## config.mk

```make
export PLATFORM = sky130hd
export DESIGN_NAME = ttt_auto_player
export DESIGN_NICKNAME = d
export VERILOG_FILES = /design/src/rtl/ttt_auto_player.sv
export SDC_FILE = /design/constraint.sdc
export NUM_CORES = 1
export LEC_CHECK = 0
export CAP_MARGIN = 20
export CORE_MARGIN = 5
export CORE_UTILIZATION = 40
export CTS_CLUSTER_SIZE = 20
export DETAILED_ROUTE_END_ITERATION = 10
export PLACE_DENSITY = 0.71
export RECOVER_POWER = 25
export SLEW_MARGIN = 10
export SYNTH_ARGS = -nofsm -noshare
export SYNTH_HDL_FRONTEND = slang
export SYNTH_SLANG_ARGS = --single-unit
export TNS_END_PERCENT = 100
```

## constraint.sdc

```tcl
create_clock -name Clk -period 2.9 [get_ports Clk]
set_input_delay 0.435 -clock Clk [delete_from_list [all_inputs] [get_ports Clk]]
set_output_delay 0.435 -clock Clk [all_outputs]
set_load 0.03 [all_outputs]
```

## src/rtl/ttt_auto_player.sv

```systemverilog
// ttt_auto_player: automated tic-tac-toe opponent.
// Picks a target cell, walks the board cursor there and presses centre.
module ttt_auto_player #(
  parameter bit ME_P2        = 1'b0,
  parameter int PULSE_CYCLES = 10,
  parameter int GAP_CYCLES   = 10,
  parameter int ACK_TIMEOUT  = 64,
  parameter int MAX_STEPS    = 8
) (
  input  logic       Clk,
  input  logic       reset_n,
  input  logic       start,
  input  logic [8:0] P1,
  input  logic [8:0] P2,
  input  logic [3:0] I,
  input  logic       PlayerMoved,
  input  logic       P1Won,
  input  logic       P2Won,
  output logic       BtnL,
  output logic       BtnR,
  output logic       BtnU,
  output logic       BtnD,
  output logic       BtnC,
  output logic       busy,
  output logic       done,
  output logic       error,
  output logic [3:0] target
);

  localparam int M1 =
    (PULSE_CYCLES > GAP_CYCLES) ? PULSE_CYCLES : GAP_CYCLES;
  localparam int CMAX = (M1 > ACK_TIMEOUT) ? M1 : ACK_TIMEOUT;
  localparam int CW = $clog2(CMAX) + 1;

  localparam logic [CW-1:0] PLD = CW'(PULSE_CYCLES - 1);
  localparam logic [CW-1:0] GLD = CW'(GAP_CYCLES - 1);
  localparam logic [CW-1:0] ALD = CW'(ACK_TIMEOUT - 1);

  // Three 4-bit cell numbers per line, line 0 in the low bits.
  localparam logic [95:0] LINES = {
    12'h642, 12'h840, 12'h852, 12'h741,
    12'h630, 12'h876, 12'h543, 12'h210
  };

  typedef enum logic [3:0] {
    IDLE, PICK, CMP, PULSE, GAP,
    PLACE, PGAP, WAIT_ACK, DONE, FAULT
  } state_e;

  state_e        state_q, state_d;
  logic [CW-1:0] cnt_q, cnt_d;
  logic [3:0]    step_q, step_d;
  logic [3:0]    dir_q, dir_d;
  logic [3:0]    tgt_q, tgt_d;
  logic [4:0]    btn_q, btn_d;
  logic          busy_q, busy_d;
  logic          done_q, done_d;
  logic          err_q, err_d;

  logic [8:0] own, opp, free;
  logic [8:0] win, blk;
  logic [3:0] fw, fb, fc, fe, pick;
  logic [3:0] rci, rct;

  function automatic logic [8:0] threats(
    input logic [8:0] m,
    input logic [8:0] f
  );
    logic [8:0] r;
    logic [3:0] a, b, c;
    r = '0;
    for (int l = 0; l < 8; l++) begin
      a = LINES[l*12 +: 4];
      b = LINES[l*12+4 +: 4];
      c = LINES[l*12+8 +: 4];
      r[a] = r[a] | (f[a] & m[b] & m[c]);
      r[b] = r[b] | (f[b] & m[a] & m[c]);
      r[c] = r[c] | (f[c] & m[a] & m[b]);
    end
    return r;
  endfunction

  function automatic logic [3:0] first(input logic [8:0] v);
    logic [3:0] r;
    r = 4'hF;
    for (int n = 8; n >= 0; n--)
      if (v[4'(n)]) r = 4'(n);
    return r;
  endfunction

  // {row, col} of a cell; off-board indices map to 0.
  function automatic logic [3:0] rc(input logic [3:0] c);
    logic [3:0] r;
    unique case (c)
      4'd0:    r = {2'd0, 2'd0};
      4'd1:    r = {2'd0, 2'd1};
      4'd2:    r = {2'd0, 2'd2};
      4'd3:    r = {2'd1, 2'd0};
      4'd4:    r = {2'd1, 2'd1};
      4'd5:    r = {2'd1, 2'd2};
      4'd6:    r = {2'd2, 2'd0};
      4'd7:    r = {2'd2, 2'd1};
      4'd8:    r = {2'd2, 2'd2};
      default: r = 4'd0;
    endcase
    return r;
  endfunction

  assign own  = ME_P2 ? P2 : P1;
  assign opp  = ME_P2 ? P1 : P2;
  assign free = ~(P1 | P2);

  always_comb begin
    win = threats(own, free);
    blk = threats(opp, free);
    fw  = first(win);
    fb  = first(blk);
    fc  = first(free & 9'h145);
    fe  = first(free & 9'h0AA);
    priority case (1'b1)
      fw != 4'hF: pick = fw;
      fb != 4'hF: pick = fb;
      free[4]:    pick = 4'd4;
      fc != 4'hF: pick = fc;
      default:    pick = fe;
    endcase
  end

  assign rci = rc(I);
  assign rct = rc(tgt_q);

  always_ff @(posedge Clk) begin
    if (!reset_n) begin
      state_q <= IDLE;
      cnt_q   <= '0;
      step_q  <= '0;
      dir_q   <= '0;
      tgt_q   <= 4'hF;
      btn_q   <= '0;
      busy_q  <= 1'b0;
      done_q  <= 1'b0;
      err_q   <= 1'b0;
    end else begin
      state_q <= state_d;
      cnt_q   <= cnt_d;
      step_q  <= step_d;
      dir_q   <= dir_d;
      tgt_q   <= tgt_d;
      btn_q   <= btn_d;
      busy_q  <= busy_d;
      done_q  <= done_d;
      err_q   <= err_d;
    end
  end

  always_comb begin
    state_d = state_q;
    cnt_d   = cnt_q;
    step_d  = step_q;
    dir_d   = dir_q;
    tgt_d   = tgt_q;
    unique case (state_q)
      IDLE: if (start) state_d = PICK;
      PICK: begin
        if (P1Won | P2Won || free == '0) begin
          tgt_d   = 4'hF;
          state_d = FAULT;
        end else begin
          tgt_d   = pick;
          step_d  = '0;
          state_d = CMP;
        end
      end
      CMP: begin
        // dir bits are {L, R, U, D}; column is fixed first
        dir_d = '0;
        if (rci[1:0] < rct[1:0])      dir_d = 4'b0100;
        else if (rci[1:0] > rct[1:0]) dir_d = 4'b1000;
        else if (rci[3:2] < rct[3:2]) dir_d = 4'b0001;
        else if (rci[3:2] > rct[3:2]) dir_d = 4'b0010;
        if (I > 4'd8) begin
          state_d = FAULT;
        end else if (dir_d == '0) begin
          cnt_d   = PLD;
          state_d = PLACE;
        end else if (step_q == 4'(MAX_STEPS)) begin
          state_d = FAULT;
        end else begin
          step_d  = step_q + 4'd1;
          cnt_d   = PLD;
          state_d = PULSE;
        end
      end
      PULSE, PLACE: begin
        if (cnt_q == '0) begin
          cnt_d   = GLD;
          state_d = (state_q == PULSE) ? GAP : PGAP;
        end else begin
          cnt_d = cnt_q - CW'(1);
        end
      end
      GAP: begin
        if (cnt_q == '0) state_d = CMP;
        else cnt_d = cnt_q - CW'(1);
      end
      PGAP: begin
        if (cnt_q == '0) begin
          cnt_d   = ALD;
          state_d = WAIT_ACK;
        end else begin
          cnt_d = cnt_q - CW'(1);
        end
      end
      WAIT_ACK: begin
        if (PlayerMoved) state_d = DONE;
        else if (cnt_q == '0) state_d = FAULT;
        else cnt_d = cnt_q - CW'(1);
      end
      DONE:    state_d = IDLE;
      FAULT:   state_d = IDLE;
      default: state_d = IDLE;
    endcase
  end

  always_comb begin
    btn_d  = '0;
    if (state_d == PULSE) btn_d[4:1] = dir_d;
    if (state_d == PLACE) btn_d[0] = 1'b1;
    busy_d = (state_d != IDLE);
    done_d = (state_d == DONE);
    err_d  = (state_d == FAULT);
  end

  assign BtnL   = btn_q[4];
  assign BtnR   = btn_q[3];
  assign BtnU   = btn_q[2];
  assign BtnD   = btn_q[1];
  assign BtnC   = btn_q[0];
  assign busy   = busy_q;
  assign done   = done_q;
  assign error  = err_q;
  assign target = tgt_q;

endmodule

```

# Word level (Yosys, flattened, before mapping)
# Memories as Yosys holds them, arrays and structs flattened. A register that Yosys moved wholly into a read port is not among the register bits.
# Index checks and enable logic that the tools add are counted.
# W data, S select, Z words.
[totals]
reg_bits = 31
rom_bits = 128
inputBits = 28
wordCells = 227
mem_count = 2
[mem_list]
columns = ["name", "depth", "word_bits", "read_ports", "rd_clocked_by_memory_dff", "write_ports", "line", "text"]
rows = [
  ["(name not given)", 16, 4, 1, 1, 0, "94", "unique case (c)"],
  ["(name not given)", 16, 4, 1, 0, 0, "94", ""],
]
[op_classes]
n_addsub = 2
magnitude_cmp = 5
n_eq_ne = 21
n_mux = 62
bitwise = 113
n_reduce_logical = 12
[ops]
columns = ["op", "count"]
rows = [
  ["$mux W4", 48],
  ["$and A1 B1 Y1", 84],
  ["$mux W7", 7],
  ["$pmux W7 S5", 1],
  ["$pmux W4 S7", 1],
  ["$or A1 B1 Y1", 27],
  ["$eq A4 B3 Y1 const B", 5],
  ["$eq A4 B2 Y1 const B", 3],
  ["$eq A4 B4 Y1 const B", 3],
  ["$ne A4 B4 Y1 const B", 3],
  ["$ne A2 B2 Y1 const B", 5],
  ["$logic_not A9 Y1", 1],
  ["$not A9 Y9", 1],
  ["$or A9 B9 Y9", 1],
  ["$logic_not A4 Y1", 2],
  ["$pmux W4 S2", 1],
  ["$logic_not A7 Y1", 1],
  ["$sub A7 B1 Y7 const B", 1],
  ["$mux W2", 3],
  ["$reduce_and A5 Y1", 1],
  ["$reduce_bool A5 Y1", 1],
  ["$add A4 B1 Y4 const B", 1],
  ["$eq A4 B1 Y1 const B", 1],
  ["$gt A2 B2 Y1", 2],
  ["other kinds (10)", 11],
]

# Logic depth before layout (Yosys ltp)
[depth]
depth_word = 19
ltp_mapped = 12

# Worst setup path before layout
# No wires, ideal clock.
[synth_timing]
kind = "input-to-reg"
startpoint = "in I[0]"
endpoint = "reg cnt_q[3]"
setup_time_ns = 0.118
t_arrival_ns = 2.617
path_slack_ns = 0.165
stages = 11
cell_sequence = "inv_1 -> ha_1 -> mux2i_1 -> o21ai_0 -> ha_1 -> nand2_1 -> a2111oi_2 -> a211oi_1 -> a2111oi_0 -> nand3_1 -> o2111a_1"
[synth_between]
elab_chain_len = 11
elab_cells_between_ends = 18
classes_between = "order compare: 5; eq/ne: 2; mux: 8; reduce/logical: 2; memory: 1"
[synth_rtl]
columns = ["element", "line", "text"]
rows = [
  ["from (decl)", "15", "input logic [3:0] I,"],
  ["$mem_v2 Z16 W4", "-", ""],
  ["$gt A2 B2 Y1", "180", "else if (rci[3:2] > rct[3:2]) dir_d = 4'b0010;"],
  ["$mux W2", "180", ""],
  ["$mux W2", "179", "else if (rci[3:2] < rct[3:2]) dir_d = 4'b0001;"],
  ["$mux W4", "178", "else if (rci[1:0] > rct[1:0]) dir_d = 4'b1000;"],
  ["$mux W4", "177", "if (rci[1:0] < rct[1:0]) dir_d = 4'b0100;"],
  ["$mux W4", "162", "unique case (state_q)"],
  ["$logic_not A4 Y1", "183", "end else if (dir_d == '0) begin"],
  ["$mux W7", "183", ""],
  ["$mux W7", "181", "if (I > 4'd8) begin"],
  ["$pmux W7 S5", "162", ""],
  ["to (signal assigned)", "145", "cnt_q <= cnt_d;"],
  ["to (decl)", "51", "logic [CW-1:0] cnt_q, cnt_d;"],
]
# Several ways; a longest one is shown, not always the timed one. The select of a mux whose other input is x is not followed.
# A chain may end at the register's enable or synchronous reset.

# Worst setup path in the final report
[layout_timing]
startpoint = "in I[1]"
endpoint = "reg busy_q (netlist: busy)"
[layout_between]
elab_chain_len = 12
elab_cells_between_ends = 16
classes_between = "order compare: 5; mux: 8; reduce/logical: 2; memory: 1"
[layout_rtl]
columns = ["element", "line", "text"]
rows = [
  ["$mem_v2 Z16 W4", "-", ""],
  ["$gt A2 B2 Y1", "180", ""],
  ["$mux W2", "180", ""],
  ["$mux W2", "179", ""],
  ["$mux W4", "178", ""],
  ["$mux W4", "177", ""],
  ["$mux W4", "162", ""],
  ["$logic_not A4 Y1", "183", ""],
  ["$mux W4", "183", ""],
  ["$mux W4 (*)", "181", ""],
  ["$pmux W4 S7 (*)", "162", ""],
  ["$reduce_bool A4 Y1 (*)", "229", "busy_d = (state_d != IDLE);"],
  ["to (signal assigned)", "150", "busy_q <= busy_d;"],
  ["to (decl)", "56", "logic busy_q, busy_d;"],
]
# Every way passes the cells marked *; elsewhere a longest branch is shown, timed or not. The select of a mux whose other input is x is not followed.

==> impl_metrics.ini <==
[power_and_ir_drop]
p_leak_nw = 1.33
finalPower_mw = 1.35
peakVddDrop_v = 0.000238
power_density_nw_per_um2 = 418

[floorplanning]
dieArea_sq_um = 7480
fp.dieH_um = 86.5
die_w_um = 86.5
ios = 40
core_area_sq_um = 5610
start_util_pct = 41.7
fp-row-count = 27

[sta]
setup_tns_ns = 0
min_period_ns = 2.78
drv_slew = 0
hold_slack_ns = 0.455
tightest_slew_ns = 0.599
max_slew_margin_pct = 60.0
finalSetupViolations = 0
skew_ns = 0.00453
timing.final.crit_share_pct = 95.9
clock.fmax_mhz = 360
hold_violations = 0
rsz0062_at_grt = no
setup_ws_ns = 0.120

[yosys]
synthesis.nets = 324
synth.cell_area_sq_um = 2340
synth_xor_area_share_pct = 1.12
muxShareOfSynthArea_pct = 2.19
synth_top_family_by_area = compound AO/OA/AOI/OAI gates
async_reset_ff_share_pct = 0
yosysWarnings = 0
synth_cell_types = 64
synthTopCellsByArea = dfxtp_1 30%, ha_1 8.0%, nor2_1 3.7%, a21oi_1 3.6%, nand2_1 3.2%
yosysMostFrequentCell = dfxtp_1
synth_top_area_share_pct = 29.9
synth_cells = 281
synth_adder_area_share_pct = 8.02
synth.largest_area_cell = dfxtp_1
yosys.area_share.simple_pct = 24.1
synth-main-ff-cell = dfxtp_1
synth-edff-count = 0
synth-seq-cells = 35
synth_seq_area_share_pct = 29.9
ys_top_cells_by_count = 35 x dfxtp_1, 23 x nor2_1, 20 x nand2_1
avgSynthCellArea_sq_um = 8.33
synth_compound_area_share_pct = 29.5

[status]
status = completed

[critical_path]
slowest_stage = ha_1
cpMostUsedCell = buf_4
critPathCaptureType = register
path_buf_inv = 4
crit_arrival_ns = 2.96
path_cells = dlygate4sd2_1 > buf_4 > ha_1 > mux2i_1 > o21ai_1 > ha_1 > nand2_2 > a2111oi_4 > buf_4 > buf_4 > nor3b_2 > or2_4 > or2_1 > o31a_1
critical-path-top-delay-family = buffers and inverters
crit_path_max_incr_delay_ns = 0.32
start_kind = primary input
required_ns = 3.08
critPathMaxFanout = 3
critical_path_class = in2reg

[layout]
diodes = 0
final_nets = 394
area_delta_synth_final_pct = 37.7
utilization_pct = 57.5
final_cells = 424
fin_area_sq_um = 3220
final_layout_size_suffix_gt1_share_pct = 19.6

[routing]
route.detailed.drc = 0
ant_nets = 0
wl_per_cell_um = 14.6
first_pass_iters = 5
vias = 2383
drt-total-wl_um = 6180
routed_via_density = 5.62
drt_iter0_drc = 71

[place]
dpl-instance-area_sq_um = 3010
dpl.cell_count = 413
place_congestion = 0.894
dp_slack_ns = -0.567
portBuffers = 39
place_hpwl_um = 4770

[clock_tree]
cts_sinks = 35
cts_tree = done
clkSlewWorstSetupHoldPaths_ns = 0.08
cts_made_buffers = 5
hold_buffers = 0
cts_buffer_depth = 2
cts-root-buf = clkbuf_8
insertion_delay_ns = 0.29
h-tree-depth = 2

[global_routing]
grt.overflow.total = 0
grt_max_degree = 19
antenna_found_initial = 0
grt_first_pass_wirelength_um = 10500
grt_pass1_vias = 2326
grt_usage_pct = 17.1

[job]
cap_violations = 0

[hold_path]
hold_class = reg2reg
==> repair_timing <==
item                       in CTS  in global routing
resized for setup              17                  5
setup buffers                   3                  0
pin swaps                       5                  0
hold endpoints to repair        0                  0
setup endpoints to repair      13                  9
==> path summary, 6_finish.rpt <==
kind | slack [ns] | from | cells after the start | end
max reg2reg | 0.32 | cnt_q[0] | 9 | cnt_q[3]
max | 0.12 | I[1] | 14 | busy
min reg2reg | 0.45 | cnt_q[6] | 2 | cnt_q[6]
min | 0.45 | cnt_q[6] | 2 | cnt_q[6]
==> flip-flops by register name, summed over array words and instances, names as in the netlist <==
| signal | count |
|---|---|
| state_q | 4 |
| dir_q | 4 |
| step_q | 4 |
| busy | 1 |
| cnt_q | 7 |
| rct | 4 |
| done | 1 |
| error | 1 |
| btn_q | 5 |
| target | 4 |
==> routing by layer <==
metal	GRT usage, %	routed length [um]
met1	20.3	2710
met2	30.9	3130
met3	3.23	242
met4	4.96	97
met5	0	0
==> cell usage in the layout, fill, tap and decap left out, types with 8 or more instances in the layout <==
cell type        count
buf_4               34
a22oi_1              8
ha_1                15
dlygate4sd3_1       11
dfxtp_1             35
clkdlybuf4s50_1     24
nor3_1               8
o21ai_1             10
a21oi_1             16
inv_1               15
nor2_1              23
nand2_1             19
==> report_power, final <==
| part | internal, mW | switching [mW] | total, mW |
|---|---|---|---|
| clock network | 0.256 | 0.187 | 0.443 |
| logic | 0.180 | 0.200 | 0.380 |
| registers | 0.498 | 0.0260 | 0.524 |
| total | 0.934 | 0.413 | 1.35 |
==> cell families (layout without fill, tap and decap cells) <==
family          after synthesis  after routing
compound gates               94             94
simple gates                 99             99
buf+inv                      30            101
fa+ha+maj                    15             15
flops                        35             35
xor+xnor                      3              3
mux                           5              5
==> worst register-to-register path: stages (launching register included) <==
cell      delay [ns]
dfxtp_1         0.34
inv_1           0.06
ha_1            0.19
nor4b_2         0.50
nand3_1         0.22
o22ai_1         0.44
a211oi_2        0.14
buf_4           0.18
and2_4          0.17
o2111a_1        0.24
==> final cells by class <==
type                    count  area (sq um)
fillers                   516          2390
clock buffers               5          68.8
flip-flops and latches     35           701
well taps                  72          90.1
repair buffers             73           648
inverters                  20          75.1
multi-input cells         216          1600
clock inverters             3          43.8
Power figures use the tool's default switching activity.
